File: config.mk
export PLATFORM = sky130hd
export DESIGN_NAME = lsu_dcache_arbiter
export DESIGN_NICKNAME = d
export VERILOG_FILES = /design/src/rtl/config_pkg.sv /design/src/rtl/lsu_pkg.sv /design/src/rtl/lsu_starve_ctr.sv /design/src/rtl/lsu_dcache_arbiter.sv
export SDC_FILE = /design/constraint.sdc
export NUM_CORES = 1
export LEC_CHECK = 0
export BUFFER_PORTS_ARGS = -buffer_cell sky130_fd_sc_hd__buf_2
export CELL_PAD_IN_SITES_DETAIL_PLACEMENT = 0
export CELL_PAD_IN_SITES_GLOBAL_PLACEMENT = 1
export CORE_AREA = 2 2 157 159
export DETAILED_ROUTE_END_ITERATION = 8
export DIE_AREA = 0 0 159 161
export PLACE_DENSITY = 0.76
export SLEW_MARGIN = 25
export SYNTH_ARGS = -nofsm -noshare
export SYNTH_HDL_FRONTEND = slang
export SYNTH_SLANG_ARGS = --single-unit
File: constraint.sdc
create_clock -name clk -period 4.8 [get_ports clk]
set_input_delay 0.96 -clock clk [delete_from_list [all_inputs] [get_ports clk]]
set_output_delay 0.96 -clock clk [all_outputs]
set_load 0.02 [all_outputs]
File: src/rtl/config_pkg.sv
// Global configuration record shared across the core; blocks derive widths from it.
package config_pkg;

   typedef struct packed {
      int unsigned XLEN;
   } cfg_t;

   localparam cfg_t EmptyCfg = '{XLEN: 64};

endpackage

File: src/rtl/lsu_pkg.sv
// Shared types for the LSU to D-cache request arbitration path.
package lsu_pkg;

   typedef enum logic [1:0] {
      IDLE = 2'd0,
      REQ  = 2'd1,
      WAIT = 2'd2
   } state_e;

   typedef enum logic {
      OWN_LD = 1'b0,
      OWN_ST = 1'b1
   } owner_e;

   // Store-buffer drains always write a full dword with byte strobes.
   localparam logic [1:0] SIZE_DWORD = 2'b11;

endpackage

File: src/rtl/lsu_starve_ctr.sv
// Saturating count of consecutive load grants taken while a store was waiting.
module lsu_starve_ctr #(
   parameter int unsigned MAX = 8
) (
   input  logic clk,
   input  logic rst,
   input  logic inc,
   input  logic clr,
   output logic sat
);

   localparam int unsigned CNT_W = $clog2(MAX + 1);

   logic [CNT_W-1:0] cnt_reg;

   assign sat = (cnt_reg == CNT_W'(MAX));

   always_ff @(posedge clk) begin
      if (rst) begin
         cnt_reg <= '0;
      end else if (clr) begin
         cnt_reg <= '0;
      end else if (inc && !sat) begin
         cnt_reg <= cnt_reg + 1'b1;
      end
   end

endmodule

File: src/rtl/lsu_dcache_arbiter.sv
// Shares the single D-cache request port between LSU loads and store-buffer drains,
// one request outstanding, load priority bounded by starvation and buffer-full override.
module lsu_dcache_arbiter
   import lsu_pkg::*;
#(
   parameter config_pkg::cfg_t Cfg        = config_pkg::EmptyCfg,
   parameter int unsigned      DATA_W     = Cfg.XLEN,
   parameter int unsigned      ADDR_W     = 32,
   parameter int unsigned      TAG_W      = 6,
   parameter int unsigned      SB_W       = 4,
   parameter int unsigned      STARVE_MAX = 8
) (
   input  logic                clk,
   input  logic                rst,
   input  logic                flush_i,
   input  logic                sb_full_i,
   input  logic                ld_req_valid_i,
   output logic                ld_req_ready_o,
   input  logic [ADDR_W-1:0]   ld_addr_i,
   input  logic [1:0]          ld_size_i,
   input  logic [TAG_W-1:0]    ld_tag_i,
   output logic                ld_resp_valid_o,
   output logic [DATA_W-1:0]   ld_resp_data_o,
   output logic [TAG_W-1:0]    ld_resp_tag_o,
   input  logic                st_req_valid_i,
   output logic                st_req_ready_o,
   input  logic [ADDR_W-1:0]   st_addr_i,
   input  logic [DATA_W-1:0]   st_data_i,
   input  logic [DATA_W/8-1:0] st_strb_i,
   input  logic [SB_W-1:0]     st_sb_id_i,
   output logic                st_resp_valid_o,
   output logic [SB_W-1:0]     st_resp_sb_id_o,
   output logic                dc_req_valid_o,
   input  logic                dc_req_ready_i,
   output logic                dc_req_we_o,
   output logic [ADDR_W-1:0]   dc_req_addr_o,
   output logic [1:0]          dc_req_size_o,
   output logic [DATA_W-1:0]   dc_req_wdata_o,
   output logic [DATA_W/8-1:0] dc_req_strb_o,
   input  logic                dc_resp_valid_i,
   input  logic [DATA_W-1:0]   dc_resp_data_i
);

   localparam int unsigned STRB_W = DATA_W / 8;

   state_e              state_reg;
   owner_e              owner_reg;
   logic                kill_reg;
   logic                we_reg;
   logic [ADDR_W-1:0]   addr_reg;
   logic [1:0]          size_reg;
   logic [DATA_W-1:0]   wdata_reg;
   logic [STRB_W-1:0]   strb_reg;
   logic [TAG_W-1:0]    tag_reg;
   logic [SB_W-1:0]     sb_id_reg;
   logic                ld_resp_valid_reg;
   logic [DATA_W-1:0]   ld_resp_data_reg;
   logic [TAG_W-1:0]    ld_resp_tag_reg;
   logic                st_resp_valid_reg;
   logic [SB_W-1:0]     st_resp_sb_id_reg;

   logic idle;
   logic store_wins;
   logic ld_grant;
   logic st_grant;
   logic starve_sat;
   logic kill_now;

   always_comb begin
      idle           = (state_reg == IDLE);
      // Loads win unless the buffer is full, the store has waited long enough, or no load is asking.
      store_wins     = st_req_valid_i & (sb_full_i | starve_sat | ~ld_req_valid_i);
      st_req_ready_o = idle & store_wins & ~rst;
      ld_req_ready_o = idle & ~store_wins & ~flush_i & ~rst;
      ld_grant       = ld_req_valid_i & ld_req_ready_o;
      st_grant       = st_req_valid_i & st_req_ready_o;
      kill_now       = flush_i & (owner_reg == OWN_LD);
   end

   lsu_starve_ctr #(
      .MAX (STARVE_MAX)
   ) u_starve_ctr (
      .clk (clk),
      .rst (rst),
      .inc (ld_grant & st_req_valid_i),
      .clr (st_grant),
      .sat (starve_sat)
   );

   always_ff @(posedge clk) begin
      if (rst) begin
         state_reg         <= IDLE;
         owner_reg         <= OWN_LD;
         kill_reg          <= 1'b0;
         we_reg            <= 1'b0;
         addr_reg          <= '0;
         size_reg          <= '0;
         wdata_reg         <= '0;
         strb_reg          <= '0;
         tag_reg           <= '0;
         sb_id_reg         <= '0;
         ld_resp_valid_reg <= 1'b0;
         ld_resp_data_reg  <= '0;
         ld_resp_tag_reg   <= '0;
         st_resp_valid_reg <= 1'b0;
         st_resp_sb_id_reg <= '0;
      end else begin
         ld_resp_valid_reg <= 1'b0;
         st_resp_valid_reg <= 1'b0;
         case (state_reg)
            IDLE: begin
               if (st_grant) begin
                  state_reg <= REQ;
                  owner_reg <= OWN_ST;
                  kill_reg  <= 1'b0;
                  we_reg    <= 1'b1;
                  addr_reg  <= st_addr_i;
                  size_reg  <= SIZE_DWORD;
                  wdata_reg <= st_data_i;
                  strb_reg  <= st_strb_i;
                  sb_id_reg <= st_sb_id_i;
               end else if (ld_grant) begin
                  state_reg <= REQ;
                  owner_reg <= OWN_LD;
                  kill_reg  <= 1'b0;
                  we_reg    <= 1'b0;
                  addr_reg  <= ld_addr_i;
                  size_reg  <= ld_size_i;
                  wdata_reg <= '0;
                  strb_reg  <= '0;
                  tag_reg   <= ld_tag_i;
               end
            end
            REQ: begin
               // A killed load still issues; the cache must see it through to a response.
               if (kill_now) begin
                  kill_reg <= 1'b1;
               end
               if (dc_req_ready_i) begin
                  state_reg <= WAIT;
               end
            end
            WAIT: begin
               if (kill_now) begin
                  kill_reg <= 1'b1;
               end
               if (dc_resp_valid_i) begin
                  state_reg <= IDLE;
                  if (owner_reg == OWN_ST) begin
                     st_resp_valid_reg <= 1'b1;
                     st_resp_sb_id_reg <= sb_id_reg;
                  end else if (!kill_reg && !flush_i) begin
                     ld_resp_valid_reg <= 1'b1;
                     ld_resp_data_reg  <= dc_resp_data_i;
                     ld_resp_tag_reg   <= tag_reg;
                  end
               end
            end
            default: state_reg <= IDLE;
         endcase
      end
   end

   assign dc_req_valid_o  = (state_reg == REQ);
   assign dc_req_we_o     = we_reg;
   assign dc_req_addr_o   = addr_reg;
   assign dc_req_size_o   = size_reg;
   assign dc_req_wdata_o  = wdata_reg;
   assign dc_req_strb_o   = strb_reg;
   assign ld_resp_valid_o = ld_resp_valid_reg;
   assign ld_resp_data_o  = ld_resp_data_reg;
   assign ld_resp_tag_o   = ld_resp_tag_reg;
   assign st_resp_valid_o = st_resp_valid_reg;
   assign st_resp_sb_id_o = st_resp_sb_id_reg;

endmodule

; ---- Yosys cells after proc, flatten, opt, wreduce, memory -nomap -nowiden
; Cells that the tools add are included.
[word_totals]
register_bits = 200
wordCells = 82
[classes]
add_sub_neg = 1
n_eq_ne = 7
mux = 20
bitwise = 20
n_reduce_logical = 19
[op_table]
columns = cell, count
row1 = 64-bit two-way mux, 2
row2 = 32-bit two-way mux, 2
row3 = 8-bit two-way mux, 2
row4 = 2-bit two-way mux, 6
row5 = 3-bit AND reduction, 4
row6 = 1-bit AND, 10
row7 = 1-bit inverter, 8
row8 = 1-bit two-way mux, 6
row9 = 2-bit one-hot mux with 3 select lines, 1
row10 = "4-bit by 1-bit adder with 4-bit output, second input constant", 1
row11 = "4-bit == test, second input constant", 1
row12 = "2-bit by 1-bit inequality test with 1-bit output, second input constant", 2
row13 = 2-bit AND reduction, 2
row14 = 4-bit AND reduction, 1
row15 = 2-bit nonzero test, 2
row16 = 2-bit OR reduction, 2
row17 = 4-bit OR reduction, 1
row18 = 1-bit zero test, 3
row19 = "3-bit by 1-bit inequality test with 1-bit output, second input constant", 1
row20 = 3-bit OR reduction, 1
row21 = "2-bit by 1-bit == test with 1-bit output, second input constant", 1
row22 = "2-bit == test, second input constant", 1
row23 = 1-bit logical AND, 2
row24 = 2-bit zero test, 1
row25 = other kinds (3), 4

; ---- Logic depth before layout (Yosys ltp)
[logic_depth]
depth_word = 12
depth_mapped = 10
mapped_depth_nobuf = 7

; ---- Cells and area by module
; From an unflattened synthesis, not the netlist that was laid out.
[hier_totals]
cells_unflattened = 933
area_unflattened_um2 = 7733.7
[by_module_without_submodules]
columns = mod, n_inst, cells_per_inst, area_each_um2, seq_area_each_um2
row1 = lsu_dcache_arbiter, 1, 908, 7509.7, 3923.8
row2 = lsu_starve_ctr, 1, 25, 224.0, 80.1

; ---- Worst setup path after synthesis
; No wires, ideal clock.
[synth_path]
path_type = input to output
from = in rst
to = out st_req_ready_o
t_arrival_ps = 1914
required_ps = 3840
setup_slack_ps = 1926
path_stages = 6
cell_sequence = buf_2 > and2b_1 > o211ai_4 > inv_2 > buf_4 > buf_2
[synth_between]
elab_chain_cells = 2
[synth_rtl]
columns = item, line
row1 = from (decl), lsu_dcache_arbiter.sv:14  ; input logic rst,
row2 = 1-bit inverter, lsu_dcache_arbiter.sv:73  ; st_req_ready_o = idle & store_wins & ~rst;
row3 = 1-bit AND, lsu_dcache_arbiter.sv:73
row4 = to (decl), lsu_dcache_arbiter.sv:26  ; output logic st_req_ready_o,
; Every way passes these cells.

; ---- Worst setup path after layout
; Ends and elaborated chain as after synthesis.

==> run summary <==
WS Path Type -> in -> out
Final ANT Viol Nets -> 0
Hold Slack -> 450.3 ps
CTS buffer count -> 17
RSZ-0062 raised after global routing -> no
Cell variety after synth -> 43
Req. time, crit path -> 3840 ps
top area cells in the synthesized netlist -> dfxtp_1, nand2_1, a22oi_1
Yosys top cell area share -> 0.5434
met1 usage -> 0.2149
all-layer global routing usage -> 0.1758
post-layout min period -> 3299 ps
first-pass GRT wire length -> 36,460 um
fmax -> 0.3031 GHz
Slew @ Worst Pin -> 1006 ps
ys async rst share -> 0
Largest stage delay, worst path -> 560 ps
Die X -> 159 um
Die Y -> 161 um
Rel. slew slack -> 0.3293
I/O Buffers -> 405
Max IR drop VDD -> 0.2347 mV
share of layout cells above drive strength 1 -> 0.3740
post-synthesis mux area share -> 0.01766
detailed-route wire length -> 23,350 um
max_cap viols -> 0
Post-synth EDFFs -> 0
Max Transition Viols Final -> 0
CP arrival -> 2340 ps
routability cong. -> 0.7933
most common cell in the netlist -> dfxtp_1
wire length per cell -> 15.07 um
Final period util -> 0.6874
fin nets -> 1,435
initial core utilization -> 0.3075
GR Util met2 -> 0.2996
synthesized area -> 7368 um^2
compound-gate portion of the synthesized area -> 0.1978
Setup Skew -> 15.48 ps
post-CTS setup repair buffer count -> 0
Clock Path Buffers -> 2
worst-skew pair later-pin latency -> 420 ps
Multi-input gate area -> 3037 um^2
critical path launch point type -> primary input
run status -> completed
total power -> 4.169 mW
Synth Area in Adders -> 0.01019
Core Area -> 23,960 um^2
main combinational cell family by area after synthesis -> compound AO/OA/AOI/OAI gates
DRC -> 0
FF+latch area -> 4004 um^2
top cells by count, synth -> dfxtp_1, nand2_1, nor2_1
DR pass1 iterations -> 4
Synth Net Count -> 1,072
vias in the first global route -> 6,752
Seq/Total Area, Yosys -> 0.5434
Cell Count, Final, Fillers Out -> 1,549
crit-path cells -> buf_6 -> and2b_1 -> o211ai_4 -> clkinv_2 -> buf_2
CTS Root Cell -> clkbuf_16
placed cells -> 1,514
total number of vias -> 7,119
setup violators final -> 0
Final Util -> 0.4259
post-synthesis xor/xnor area fraction -> 0.003566
iteration-0 DRC count of the detailed router -> 498
worst hold path class -> reg -> reg
TritonCTS clock tree -> done
Mapped Cells -> 846
Avg Inst Size Synth -> 8.710 um^2
CP max FO -> 109
io pins -> 406
synth-to-layout area growth -> 38.51%
DP Wirelength -> 16,070 um
Buf/Inv on CP -> 3
clock sinks -> 200
met3 Use GR -> 0.05059
Setup TNS -> 0 ps
CP delay by family, top -> buffers and inverters
top_reg_cell synth -> dfxtp_1
cell taking the most area after synthesis -> dfxtp_1
CP max stage cell -> buf_6
Worst setup EP type -> output port
filler cell count -> 2,451
Top Usage Layer GRT -> met2
Yosys reg bits -> 200
CTS clk-pin slew, worst paths -> 70 ps
Synth Area in Simple Gates -> 0.1800
CTS Hold Bufs -> 0
Power per Cell Area -> 408.5 nW/um^2
die area -> 25,600 um^2
YS warnings -> 0
number of cell rows -> 57
Vias/cell -> 4.596
initial antenna violation count -> 4
Leak Pwr -> 4.631 nW
cts repair resizes -> 0
largest net degree at the start of global routing -> 111
Hold Vio Cnt, Final -> 0
GR Overflow Total -> 0
CTS H-tree lvls -> 4
[cell families (layout without fill, tap and decap cells)]
group	after synthesis	after routing
and+or+nand+nor	324	324
AOI/OAI and AO/OA	222	222
DFF	200	200
buffers and inverters	78	454
muxes	13	13
adders and majority gates	6	6
xor gates and xnor gates	3	3
other	0	3
[per-layer routing]
layer | vias up | wire length, um
li1 | 3594 | -
met1 | 3267 | 9993
met2 | 233 | 11450
met3 | 23 | 1521
met4 | 2 | 371
met5 | - | 13
[cell usage in the layout (no fill, tap or decap), types with 4 or more instances in the layout]
cell       count
dfxtp_1      200
a22oi_1       72
mux2i_1       13
clkbuf_16     17
nand2b_1       7
buf_2        404
a22o_1         4
a211oi_1      32
buf_4          6
inv_1          8
inv_6          5
a21oi_1      104
nor2_1       121
nand2_1      174
ha_1           6
[report_power, final]
| part | switching, mW | total [mW] | internal (mW) | leakage [nW] |
|---|---|---|---|---|
| clock network | 0.692 | 1.44 | 0.745 | 0.288 |
| registers | 0.0706 | 1.86 | 1.79 | 1.62 |
| logic | 0.547 | 0.873 | 0.325 | 2.72 |
[worst register-to-register path, delay by kind of cell (launching register included)]
kind            cells  cell delay, ps
mux                 1             280
buf+inv             1             110
fa+ha+maj           1             310
simple gates        2             510
flops               1             330
compound gates      1             810
[through the flow]
stage,instance area (um^2),worst slack [ps]
floorplan,7368,1926
global placement,9579,1476
detailed placement,9607,1484
CTS,10200,1487
global route,10210,1391
finish,10210,1501
[final cells by class]
cell class / count / share of cell area
flip-flops and latches: 200 / 0.3923
clock inverters: 14 / 0.01594
well taps: 324 / 0.03972
clock buffers: 18 / 0.04205
repair buffers: 413 / 0.2083
multi-input cells: 568 / 0.2975
diodes: 3 / 0.0007356
inverters: 9 / 0.003433
[path summary, 6_finish.rpt]
| check | start | endpoint | slack [ps] | cells past startpoint |
|---|---|---|---|---|
| setup reg to reg | state_reg[0]$_SDFFE_PP0P_ | tag_reg[0]$_SDFFE_PP0P_ | 2300 | 6 |
| hold reg to reg | ld_resp_tag_o[5]$_SDFFE_PP0P_ | ld_resp_tag_o[5]$_SDFFE_PP0P_ | 450 | 2 |
| setup / recovery | rst | st_req_ready_o | 1500 | 5 |
| hold / removal | ld_resp_tag_o[5]$_SDFFE_PP0P_ | ld_resp_tag_o[5]$_SDFFE_PP0P_ | 450 | 2 |
No activity file was read; power rests on OpenSTA's default activity.
